File: src/rtl/axil_reg_master.sv
// AXI4-Lite slave that turns each PS access into a single write or read strobe on
// the TLK2711 register bus; reads complete after a fixed latency, with an idle gap after every access.
module axil_reg_master #(
  parameter int RD_LATENCY = 6,
  parameter int ACCESS_GAP = 4
) (
  input  logic        ps_clk,
  input  logic        ps_rst_n,
  input  logic [15:0] s_axi_awaddr,
  input  logic        s_axi_awvalid,
  output logic        s_axi_awready,
  input  logic [63:0] s_axi_wdata,
  input  logic [7:0]  s_axi_wstrb,
  input  logic        s_axi_wvalid,
  output logic        s_axi_wready,
  output logic [1:0]  s_axi_bresp,
  output logic        s_axi_bvalid,
  input  logic        s_axi_bready,
  input  logic [15:0] s_axi_araddr,
  input  logic        s_axi_arvalid,
  output logic        s_axi_arready,
  output logic [63:0] s_axi_rdata,
  output logic [1:0]  s_axi_rresp,
  output logic        s_axi_rvalid,
  input  logic        s_axi_rready,
  output logic        o_reg_wen,
  output logic [15:0] o_reg_waddr,
  output logic [63:0] o_reg_wdata,
  output logic        o_reg_ren,
  output logic [15:0] o_reg_raddr,
  input  logic [63:0] i_reg_rdata,
  output logic        o_busy
);
  localparam logic [3:0] RD_LAT  = 4'(RD_LATENCY);
  localparam logic [3:0] GAP_CYC = 4'(ACCESS_GAP);
  localparam logic [1:0] OKAY    = 2'b00;
  localparam logic [1:0] SLVERR  = 2'b10;

  typedef enum logic [2:0] {IDLE, WR_STROBE, WR_RESP, RD_STROBE, RD_WAIT, RD_RESP, GAP} state_t;
  state_t state, state_n;

  logic        aw_full, w_full, ar_full;
  logic        aw_full_n, w_full_n, ar_full_n;
  logic [15:0] aw_addr, ar_addr, rd_addr;
  logic [63:0] w_data;
  logic [7:0]  w_strb;
  logic [3:0]  cnt;
  logic        last_rd;
  logic        aw_hs, w_hs, ar_hs, b_hs, r_hs;
  logic        wr_elig, rd_elig, wr_ok, rd_ok, grant_wr, grant_rd;

  assign aw_hs = s_axi_awvalid & s_axi_awready;
  assign w_hs  = s_axi_wvalid & s_axi_wready;
  assign ar_hs = s_axi_arvalid & s_axi_arready;
  assign b_hs  = s_axi_bvalid & s_axi_bready;
  assign r_hs  = s_axi_rvalid & s_axi_rready;

  // A read accepted this very cycle is granted straight away, saving the buffer round trip.
  assign rd_addr = ar_full ? ar_addr : s_axi_araddr;
  assign wr_elig = aw_full & w_full;
  assign rd_elig = ar_full | ar_hs;
  assign wr_ok   = (aw_addr[2:0] == 3'b000) && (w_strb == 8'hFF);
  assign rd_ok   = (rd_addr[2:0] == 3'b000);

  assign aw_full_n = (aw_full & ~b_hs) | aw_hs;
  assign w_full_n  = (w_full & ~b_hs) | w_hs;
  assign ar_full_n = (ar_full & ~r_hs) | ar_hs;

  assign s_axi_bvalid = (state == WR_RESP);
  assign s_axi_rvalid = (state == RD_RESP);
  assign o_reg_wen    = (state == WR_STROBE);
  assign o_reg_ren    = (state == RD_STROBE);
  assign o_busy       = (state != IDLE);

  always_comb begin
    state_n  = state;
    grant_wr = 1'b0;
    grant_rd = 1'b0;
    case (state)
      IDLE: begin
        // On contention the side that lost last time wins.
        if (wr_elig && (!rd_elig || last_rd)) grant_wr = 1'b1;
        else if (rd_elig)                     grant_rd = 1'b1;
        if (grant_wr)      state_n = wr_ok ? WR_STROBE : WR_RESP;
        else if (grant_rd) state_n = rd_ok ? RD_STROBE : RD_RESP;
      end
      WR_STROBE: state_n = WR_RESP;
      WR_RESP:   if (s_axi_bready) state_n = GAP;
      RD_STROBE: state_n = RD_WAIT;
      RD_WAIT:   if (cnt == RD_LAT) state_n = RD_RESP;
      RD_RESP:   if (s_axi_rready) state_n = GAP;
      GAP:       if (cnt <= 4'd1) state_n = IDLE;
      default:   state_n = IDLE;
    endcase
  end

  always_ff @(posedge ps_clk or negedge ps_rst_n) begin
    if (!ps_rst_n) begin
      state         <= IDLE;
      aw_full       <= 1'b0;
      w_full        <= 1'b0;
      ar_full       <= 1'b0;
      aw_addr       <= '0;
      ar_addr       <= '0;
      w_data        <= '0;
      w_strb        <= '0;
      cnt           <= '0;
      last_rd       <= 1'b1;
      s_axi_awready <= 1'b0;
      s_axi_wready  <= 1'b0;
      s_axi_arready <= 1'b0;
      s_axi_bresp   <= OKAY;
      s_axi_rresp   <= OKAY;
      s_axi_rdata   <= '0;
      o_reg_waddr   <= '0;
      o_reg_wdata   <= '0;
      o_reg_raddr   <= '0;
    end else begin
      state         <= state_n;
      aw_full       <= aw_full_n;
      w_full        <= w_full_n;
      ar_full       <= ar_full_n;
      s_axi_awready <= ~aw_full_n;
      s_axi_wready  <= ~w_full_n;
      s_axi_arready <= (state_n == IDLE) && !ar_full_n;
      if (aw_hs) aw_addr <= s_axi_awaddr;
      if (w_hs) begin
        w_data <= s_axi_wdata;
        w_strb <= s_axi_wstrb;
      end
      if (ar_hs) ar_addr <= s_axi_araddr;
      if (grant_wr) begin
        last_rd     <= 1'b0;
        s_axi_bresp <= wr_ok ? OKAY : SLVERR;
        if (wr_ok) begin
          o_reg_waddr <= aw_addr;
          o_reg_wdata <= w_data;
        end
      end
      if (grant_rd) begin
        last_rd <= 1'b1;
        if (rd_ok) o_reg_raddr <= rd_addr;
        else begin
          s_axi_rdata <= '0;
          s_axi_rresp <= SLVERR;
        end
      end
      if (state == RD_WAIT && state_n == RD_RESP) begin
        s_axi_rdata <= i_reg_rdata;
        s_axi_rresp <= OKAY;
      end
      // One counter serves both the read latency and the post-access gap.
      case (state)
        RD_STROBE: cnt <= 4'd1;
        RD_WAIT:   cnt <= cnt + 4'd1;
        GAP:       if (cnt != 4'd0) cnt <= cnt - 4'd1;
        default:   cnt <= cnt;
      endcase
      if (state_n == GAP && state != GAP) cnt <= GAP_CYC;
    end
  end
endmodule

File: config.mk
export PLATFORM = sky130hd
export DESIGN_NAME = axil_reg_master
export DESIGN_NICKNAME = d
export VERILOG_FILES = /design/src/rtl/axil_reg_master.sv
export SDC_FILE = /design/constraint.sdc
export NUM_CORES = 1
export LEC_CHECK = 0
export ABC_CLOCK_PERIOD_IN_PS = 2900
export BUFFER_PORTS_ARGS = -buffer_cell sky130_fd_sc_hd__buf_2
export CAP_MARGIN = 40
export CORE_ASPECT_RATIO = 0.9
export CORE_MARGIN = 1
export CORE_UTILIZATION = 25
export CTS_BUF_LIST = sky130_fd_sc_hd__clkbuf_4
export DETAILED_ROUTE_END_ITERATION = 16
export PLACE_DENSITY = 0.57
export SYNTH_ARGS = -nofsm -noshare
export SYNTH_HDL_FRONTEND = slang
export SYNTH_SLANG_ARGS = --single-unit
File: constraint.sdc
create_clock -name ps_clk -period 2.9 [get_ports ps_clk]
set_clock_uncertainty 0.05 [all_clocks]
set_input_delay 0.29 -clock ps_clk [delete_from_list [all_inputs] [get_ports ps_clk]]
set_output_delay 0.29 -clock ps_clk [all_outputs]
set_load 0.005 [all_outputs]
### Word level (Yosys, flattened, before mapping)

Index checks and enable logic that the tools add are counted.

| word-level totals | value |
|---|---|
| logic and storage cells | 102 |
| input port bits | 175 |
| output and inout port bits | 172 |
| flip-flop bits (word level) | 282 |

| cells by class | value |
|---|---|
| equal/unequal tests | 13 |
| reductions and logical operators | 21 |
| add/subtract/negate cells | 2 |
| muxes and demuxes | 29 |
| order comparisons | 1 |
| bitwise gates (word level) | 17 |

Operators by type and width:

| operator | number |
|---|---|
| $mux W64 | 3 |
| $mux W3 | 7 |
| $pmux W3 S7 | 1 |
| $mux W16 | 1 |
| $eq A3 B3 Y1 const B | 5 |
| $logic_not A3 Y1 | 4 |
| $pmux W4 S3 | 1 |
| $mux W2 | 5 |
| $and A1 B1 Y1 | 9 |
| $mux W1 | 9 |
| $eq A8 B8 Y1 const B | 1 |
| $mux W4 | 2 |
| $reduce_and A2 Y1 | 4 |
| $reduce_bool A4 Y1 | 2 |
| $eq A3 B2 Y1 const B | 2 |
| $ne A3 B3 Y1 const B | 2 |
| $logic_and A1 B1 Y1 | 5 |
| $add A4 B1 Y4 const B | 1 |
| $eq A4 B3 Y1 const B | 1 |
| $le A4 B1 Y1 const B | 1 |
| $not A1 Y1 | 4 |
| $or A1 B1 Y1 | 4 |
| $reduce_bool A2 Y1 | 2 |
| $sub A4 B1 Y4 const B | 1 |
| 5 further kinds | 6 |

### Depth between registers and ports, before layout

Gate-level depths: netlist of run 1.

| depth | value |
|---|---|
| depth in word-level cells | 14 |
| mapped depth | 8 |
| depth with buffers taken out | 7 |

### Worst setup path before layout of run 1

Ideal clock, no wire load.

| timing path | value |
|---|---|
| path kind | reg2reg |
| from | reg ar_full |
| to | reg s_axi_arready |
| period minus slack after synthesis | 2.138 ns |
| path slack | 0.762 ns |
| cell stages (with the launch flop) | 8 |
| buffers on the path | 2 |
| arrival time | 1.993 ns |
| required time | 2.754 ns |
| path through | dfrtp_1 buf_6 or4_1 o21ai_2 a2111oi_2 buf_6 or3_4 nor4_2 |

| on the way | value |
|---|---|
| longest elaborated chain between the ends | 11 |
| elaborated cells on any way between the ends | 20 |
| those cells by class | 10 x mux; 3 x bitwise; 7 x reduce/logical |

Ends and longest elaborated chain:

| item | RTL line | text |
|---|---|---|
| start, declared | 42 | `logic aw_full, w_full, ar_full;` |
| start signal, assigned | 122 | `ar_full <= ar_full_n;` |
| $or A1 B1 Y1 | 61 | `assign rd_elig = ar_full \| ar_hs;` |
| $logic_not A1 Y1 | 82 | `if (wr_elig && (!rd_elig \|\| last_rd)) grant_wr = 1'b1;` |
| $logic_or A1 B1 Y1 | 82 |  |
| $logic_and A1 B1 Y1 | 82 |  |
| $mux W1 | 82 |  |
| $mux W1 | 79 | `case (state)` |
| $mux W3 | 85 | `else if (grant_rd) state_n = rd_ok ? RD_STROBE : RD_RESP;` |
| $mux W3 * | 84 | `if (grant_wr) state_n = wr_ok ? WR_STROBE : WR_RESP;` |
| $pmux W3 S7 * | 79 |  |
| via state_n[2] | 40 | `state_t state, state_n;` |
| $logic_not A3 Y1 * | 125 | `s_axi_arready <= (state_n == IDLE) && !ar_full_n;` |
| $logic_and A1 B1 Y1 * | 125 |  |
| end signal, assigned | 125 |  |
| end, declared | 21 | `output logic s_axi_arready,` |

The timed path passes the listed nets; every way through them passes the cells marked *. The select of a mux whose other input is x is not followed.
A chain may end at the register's enable or synchronous reset.

### Worst setup path after layout of run 1

| timing path | value |
|---|---|
| from | reg aw_addr[1] |
| to | reg state[0] |

| on the way | value |
|---|---|
| longest elaborated chain between the ends | 5 |

Ends and longest elaborated chain:

| item | RTL line | text |
|---|---|---|
| start, declared | 44 | `logic [15:0] aw_addr, ar_addr, rd_addr;` |
| start signal, assigned | 126 | `if (aw_hs) aw_addr <= s_axi_awaddr;` |
| $logic_not A3 Y1 | 62 | `assign wr_ok = (aw_addr[2:0] == 3'b000) && (w_strb == 8'hFF);` |
| $logic_and A1 B1 Y1 | 62 |  |
| $mux W2 | 84 |  |
| $mux W3 | 84 |  |
| $pmux W3 S7 | 79 |  |
| via state_n[0] | 40 |  |
| end signal, assigned | 119 | `state <= state_n;` |
| end, declared | 40 |  |

The timed path passes the listed nets, and every way through them passes these cells.

==> impl_metrics.tcl, run 1 <==
set metrics [dict create \
    max_stage_delay_ns 0.61 \
    combPwrFrac_pct 27.1 \
    cts_made_buffers 80 \
    power.switching_mw 4.05 \
    yosysMostFrequentCell "dfrtp_1" \
    syn_area_sq_um 11000 \
    rsz0062_at_grt "false" \
    synthAdderAreaFrac_pct 0.569 \
    layout-drive-gt1-share_pct 45.0 \
    cp.arrival_ns 3.13 \
    grt_max_degree 65 \
    cp_cell_sequence "or4b_1 -> nor3_1 -> o21ai_0 -> o211ai_1 -> dlygate4sd3_1" \
    async_reset_ff_share_pct 100 \
    drt-pass1-iter-count 4 \
    finalSetupViolations 0 \
    io_pins 347 \
    crit_required_ns 3.55 \
    design.core.area_sq_um 43200 \
    dr.first_iter.drc_count 330 \
    muxShareOfSynthArea_pct 19.9 \
    synth_commonest_cells "dfrtp_1, mux2_2, nand2_1, o21ai_0, clkbuf_1" \
    synth_top_family_by_area "multiplexers" \
    grt_pass1_wl_um 49700 \
    fp.dieH_um 201 \
    seq_area_frac_synth_pct 63.7 \
    hold_buffers 186 \
    clockPowerShare_pct 27.3 \
    routed_wl_um 30700 \
    viasPerCell 4.23 \
    fin_tns_setup_ns 0 \
    cts_tree "yes" \
    netlist_instances 846 \
    irDropWorstVdd_uv 520 \
    startpoint_type "register" \
    ys_warn_count 0 \
    cts-root-buf "clkbuf_4" \
    ys_seq_elements 280 \
    pwr-share-seq_pct 45.5 \
    cts_max_path_buffers 3 \
    grt_usage_pct 14.1 \
    grt_antenna_before_repair 6 \
    r2r_slack_ns 0.42 \
    utilization_pct 37.9 \
    clk_latency_ns 0.80 \
    fin_crit_sh_pct 85.4 \
    path_delay_family "simple AND/OR/NAND/NOR gates" \
    synth_compound_area_share_pct 5.18 \
    hpwl_um 19500 \
    num_vias 8635 \
    post_cts_resized 0 \
    nFillCells 4198 \
    htree_levels 3 \
    yosysUniqueCellTypes 47 \
    internal_power_mw 9.06 \
    synth_top_cell_by_area "dfrtp_1" \
    power_density_nw_per_um2 802 \
    synth_top_area_share_pct 63.5 \
    yosys.area_share.simple_pct 7.98 \
    p_leak_nw 8.23 \
    avgRoutedWirePerCell_um 15.0 \
    dieWidth_um 223 \
    switching_share_pct 30.9 \
    holdCritPathClass "input port to register" \
    hold_violations 0 \
    place_congestion 0.799 \
    fmax_mhz 404 \
    cp.buffers_inverters 1 \
    drc 0 \
    worst_setup_path_end_kind "register" \
    drv_cap 0 \
    area_delta_synth_final_pct 48.6 \
    fp.dieArea_sq_um 44800 \
    synthFlopType "dfrtp_1" \
    final_nets 1609 \
    clk_pin_slew_ns 0.07 \
    grt_pass1_vias 9571 \
    path_class "register to register" \
    portBuffers 344 \
    postRouteAntennaNets 0 \
    clock-sinks 280 \
    synth-edff-count 0 \
    num_rows 72 \
    netlist_top_cells_area "dfrtp_1, mux2_2, nand2_1, o21ai_0, mux2_1" \
    post_cts_buffers 0 \
    finalMaxSlewViolations 0 \
    synth_xor_area_share_pct 0.319 \
    start_util_pct 25.5 \
    status "finished, final reports clean" \
    grt_overflow_total 0 \
    avgSynthCellArea_sq_um 13.0 \
    fin_crit_ns 2.48 \
    path_max_fanout 2 \
    critPathSlowestCell "or4b_1" \
]
-- power by group through the flow --
stage | clock (mW) | sequential, mW | combinational (mW)
floorplan | 0 | 5.86 | 2.04
global placement | 0 | 5.95 | 3.18
detailed placement | 0 | 6.02 | 3.29
CTS | 3.80 | 5.96 | 3.59
global route | 4.02 | 6.15 | 3.98
finish | 3.59 | 5.97 | 3.56
-- logic make-up (layout without fill, tap and decap cells) --
group / after synthesis / count (layout)
multiplexers: 196 / 196
flip-flops: 280 / 280
AO/OA/AOI/OAI: 102 / 102
AND/OR/NAND/NOR: 200 / 200
other: 1 / 8
buffers and inverters: 58 / 690
adder cells (fa/ha/maj): 5 / 5
XOR/XNOR: 4 / 4
-- registers in the layout (all words and copies together) (netlist names), 3 cells and up --
signal and flops:
o_reg_wdata 64, s_axi_rdata 64, w_data 64, ar_addr 16
aw_addr 16, o_reg_raddr 16, o_reg_waddr 16, w_strb 8
cnt 4, state 3
-- area by class of cell --
cell class	instances	area, sq um	area share, %
multi-input cells	509	3770	23.0
inverters	7	26.3	0.161
diodes	6	15.0	0.0919
well taps	555	694	4.25
clock inverters	23	148	0.904
flip-flops and latches	280	7010	42.9
repair buffers	551	3860	23.6
clock buffers	109	818	5.01
-- worst paths after layout --
path                                  from               to  cells past startpoint
setup / recovery                aw_addr[1]         state[0]                      5
hold / removal             i_reg_rdata[59]  s_axi_rdata[59]                      4
setup reg to reg                aw_addr[1]         state[0]                      5
hold reg to reg                aw_addr[12]  o_reg_waddr[12]                      1
max in group asynchronous         ps_rst_n  o_reg_wdata[34]                      4
min in group asynchronous         ps_rst_n          last_rd                      3
-- placed cells by master (no fill, tap or decap), drive strengths merged, types with 2 or more instances in the layout --
master,n
mux2i,15
nor2,11
bufinv,2
xor2,2
inv,10
nand2,152
or4b,2
diode,6
nor2b,5
a31o,4
a21oi,5
nor3,6
buf,366
clkbuf,109
clkinv,18
ha,5
o31ai,2
o211ai,2
mux2,181
o22ai,2
dlygate4sd3,185
dfrtp,279
conb,2
xnor2,2
nand3,3
nor4,3
o21ai,83
nand2b,4
and2,6
-- routing by layer --
layer / global-route usage (%) / part of all wire [%] / wire length (um) / up-vias
met2: 22.8 / 48 / 14600 / 306
met5: 0 / 0.042 / 13 / -
met4: 6.16 / 2.6 / 793 / 2
li1: - / - / - / 4115
met1: 15.9 / 41 / 12700 / 4142
met3: 6.29 / 8.4 / 2580 / 70
-- worst min-delay path, delay by kind of cell --
family / cells / cell delay (ns)
simple gates: 1 / 0.03
compound gates: 1 / 0.06
buf+inv: 2 / 0.63
-- metrics by stage --
| step | instance area, sq um | power, mW | hold slack, ns | std cells | setup WS [ns] |
|---|---|---|---|---|---|
| global route | 16300 | 14.1 | 0.0708 | 2040 | 0.265 |
| CTS | 16300 | 13.3 | 0.0447 | 2034 | 0.377 |
| finish | 16300 | 13.1 | 0.198 | 2040 | 0.425 |
| floorplan | 11000 | 7.90 | -0.0556 | 847 | 0.762 |
| detailed placement | 13500 | 9.31 | 0.244 | 1716 | 0.456 |
| global placement | 13500 | 9.12 | 0.234 | 1715 | 0.490 |
Power figures use the tool's default switching activity.
==> run 2, diff against run 1 <==
Settings changed: ABC_AREA from default to 1.
==> run 2 against run 1 <==
  * Clock power increased by 5%
  * Highest routed layer is now met4
  * Critical endpoint is now o_reg_ren
  * Via count increased by 15%
  * Final area increased by 1.2%
  * Utilization decreased by 0.53 points
==> impl_metrics.tcl, run 2 <==
set metrics [dict create \
    status "finished, final reports clean" \
    postRouteAntennaNets 0 \
    routed_wl_um 32800 \
    ys_seq_elements 280 \
    fp.dieArea_sq_um 45800 \
    irDropWorstVdd_uv 431 \
    fmax_mhz 457 \
    drc 0 \
    layout-drive-gt1-share_pct 33.8 \
    fp.dieH_um 203 \
    grt_pass1_wl_um 52300 \
    num_rows 73 \
    grt_usage_pct 14.5 \
    holdCritPathClass "input port to asynchronous set/reset pin" \
    async_reset_ff_share_pct 100 \
    fin_crit_ns 2.19 \
    yosysUniqueCellTypes 36 \
    syn_area_sq_um 11200 \
    post_cts_resized 0 \
    worst_setup_path_end_kind "output pin" \
    maxSlewHeadroom_pct 51.9 \
    startpoint_type "register" \
    synth_top_cell_by_area "dfrtp_1" \
    drt-pass1-iter-count 5 \
    grt_overflow_total 0 \
    cts_made_buffers 81 \
    final_nets 1856 \
    synth_commonest_cells "nand2_1, dfrtp_1, nand3_1, mux2_2, nor2_1" \
    tightestPinTransition_ns 0.722 \
    reg_top3 "o_reg_wdata (64), s_axi_rdata (64), w_data (64)" \
    ys_warn_count 0 \
    design.core.area_sq_um 44300 \
    grt_pass1_vias 10270 \
    power.total_mw 13.6 \
    viasPerCell 4.22 \
    crit_required_ns 2.56 \
    cts-root-buf "clkbuf_4" \
    start_util_pct 25.4 \
    layout_common_cells "buf_2, nand2_1, dfrtp_1" \
    fin_crit_sh_pct 75.5 \
    reg2regPathDepth 9 \
    yosysMostFrequentCell "nand2_1" \
    portBuffers 344 \
    htree_levels 3 \
    grt_max_degree 67 \
    seq_area_frac_synth_pct 62.3 \
    layout_commonest_cell "buf_2" \
    post_cts_buffers 0 \
    clock-sinks 280 \
    path_class "register to output pin" \
    place_congestion 0.776 \
    hold_violations 0 \
    io_pins 347 \
    clk_pin_slew_ns 0.06 \
    finalSetupViolations 0 \
    drv_cap 0 \
    netlist_instances 1110 \
    fin_tns_setup_ns 0 \
    area_delta_synth_final_pct 47.1 \
    netlist_top_cells_area "dfrtp_1, nand2_1, mux2_2, nand3_1, nor2_1" \
    rsz0062_at_grt "false" \
    clk_latency_ns 0.78 \
    reg2reg_from "state[1]" \
    num_vias 9890 \
    cts_tree "yes" \
    avgRoutedWirePerCell_um 14.0 \
    avgSynthCellArea_sq_um 10.1 \
    synth-edff-count 0 \
    r2r_slack_ns 0.78 \
    p_leak_nw 8.89 \
    synthFlopType "dfrtp_1" \
    grt_antenna_before_repair 3 \
    synth_top_area_share_pct 62.1 \
    path_max_fanout 8 \
    hpwl_um 20700 \
    regToRegEndpoint "o_reg_wdata[54]" \
    dieWidth_um 226 \
    dr.first_iter.drc_count 451 \
    hold_buffers 188 \
    cp.arrival_ns 1.85 \
    finalMaxSlewViolations 0 \
    power_density_nw_per_um2 824 \
    cts_max_path_buffers 3 \
]
-- run 2: changes by cell type in the layout (fill, tap and decap cells not counted), sizes merged, moves of 12 or more --
cell,change
o21ai,-51
nand3,+140
a21oi,+25
a31oi,+12
mux2i,-15
mux2,-105
inv,+50
nand2,+174
nor2,+55
-- run 2: worst max-delay path by stage --
| stage | startpoint | endpoint | slack, ns | cells past startpoint |
|---|---|---|---|---|
| after global routing | state[1] | s_axi_rvalid | 0.53 | 4 |
| after floorplan | cnt[0] | cnt[0] | 1.26 | 14 |
| after global placement | state[1] | o_reg_wdata[15] | 0.72 | 8 |
| after CTS | state[1] | s_axi_rvalid | 0.61 | 4 |
| after detailed placement | state[1] | o_reg_wdata[54] | 0.74 | 9 |
| final | state[1] | o_reg_ren | 0.71 | 3 |
-- run 2: layout make-up --
cell class / instances / area, sq um
Antenna cell: 6 / 15.0
Clock buffer: 120 / 901
Clock inverter: 22 / 140
Fill cell: 4420 / 27800
Inverter: 59 / 228
Multi-Input combinational cell: 704 / 3670
Sequential cell: 280 / 7010
Tap cell: 600 / 751
Timing Repair Buffer: 550 / 3830
-- run 2: through the flow --
step | instances | utilization, % | hold WS, ns | cell area [sq um] | worst slack, ns
finish | 2341 | 37.3 | 0.163 | 16500 | 0.711
global route | 2340 | 37.3 | 0.0717 | 16500 | 0.533
CTS | 2335 | 37.3 | 0.0542 | 16500 | 0.614
detailed placement | 2005 | 30.7 | 0.249 | 13600 | 0.743
global placement | 2004 | 30.6 | 0.245 | 13600 | 0.717
floorplan | 1111 | - | -0.0556 | 11200 | 1.26
-- run 2: cells by family (layout without fill, tap and decap cells) --
| logic type | Yosys count | in the layout | synth area share [%] |
|---|---|---|---|
| other cells | 1 | 8 | 0.0334 |
| buf+inv | 127 | 751 | 5.25 |
| compound gates | 78 | 78 | 3.77 |
| simple gates | 540 | 540 | 20.2 |
| xor+xnor | 3 | 3 | 0.234 |
| mux | 76 | 76 | 7.61 |
| flops | 280 | 280 | 62.3 |
| fa+ha+maj | 5 | 5 | 0.556 |
-- run 2: critical path: stages (launching register included) --
cell     delay (ns)
dfrtp_1        0.54
nand2_1        0.09
nor2_1         0.28
buf_2          0.18
-- run 2: per-layer routing --
layer,GRT usage (%),vias to the layer above,wire length [um]
li1,-,4783,-
met1,16.9,4713,13700
met2,23.9,312,15800
met3,4.93,82,2260
met4,6.58,0,1020
met5,0,-,0
-- run 2: where the power goes --
part	internal (mW)	switching (mW)	total, mW
Combinational	1.88	2.25	4.13
Clock	2.06	1.70	3.76
Sequential	5.12	0.618	5.74
Total	9.06	4.56	13.6
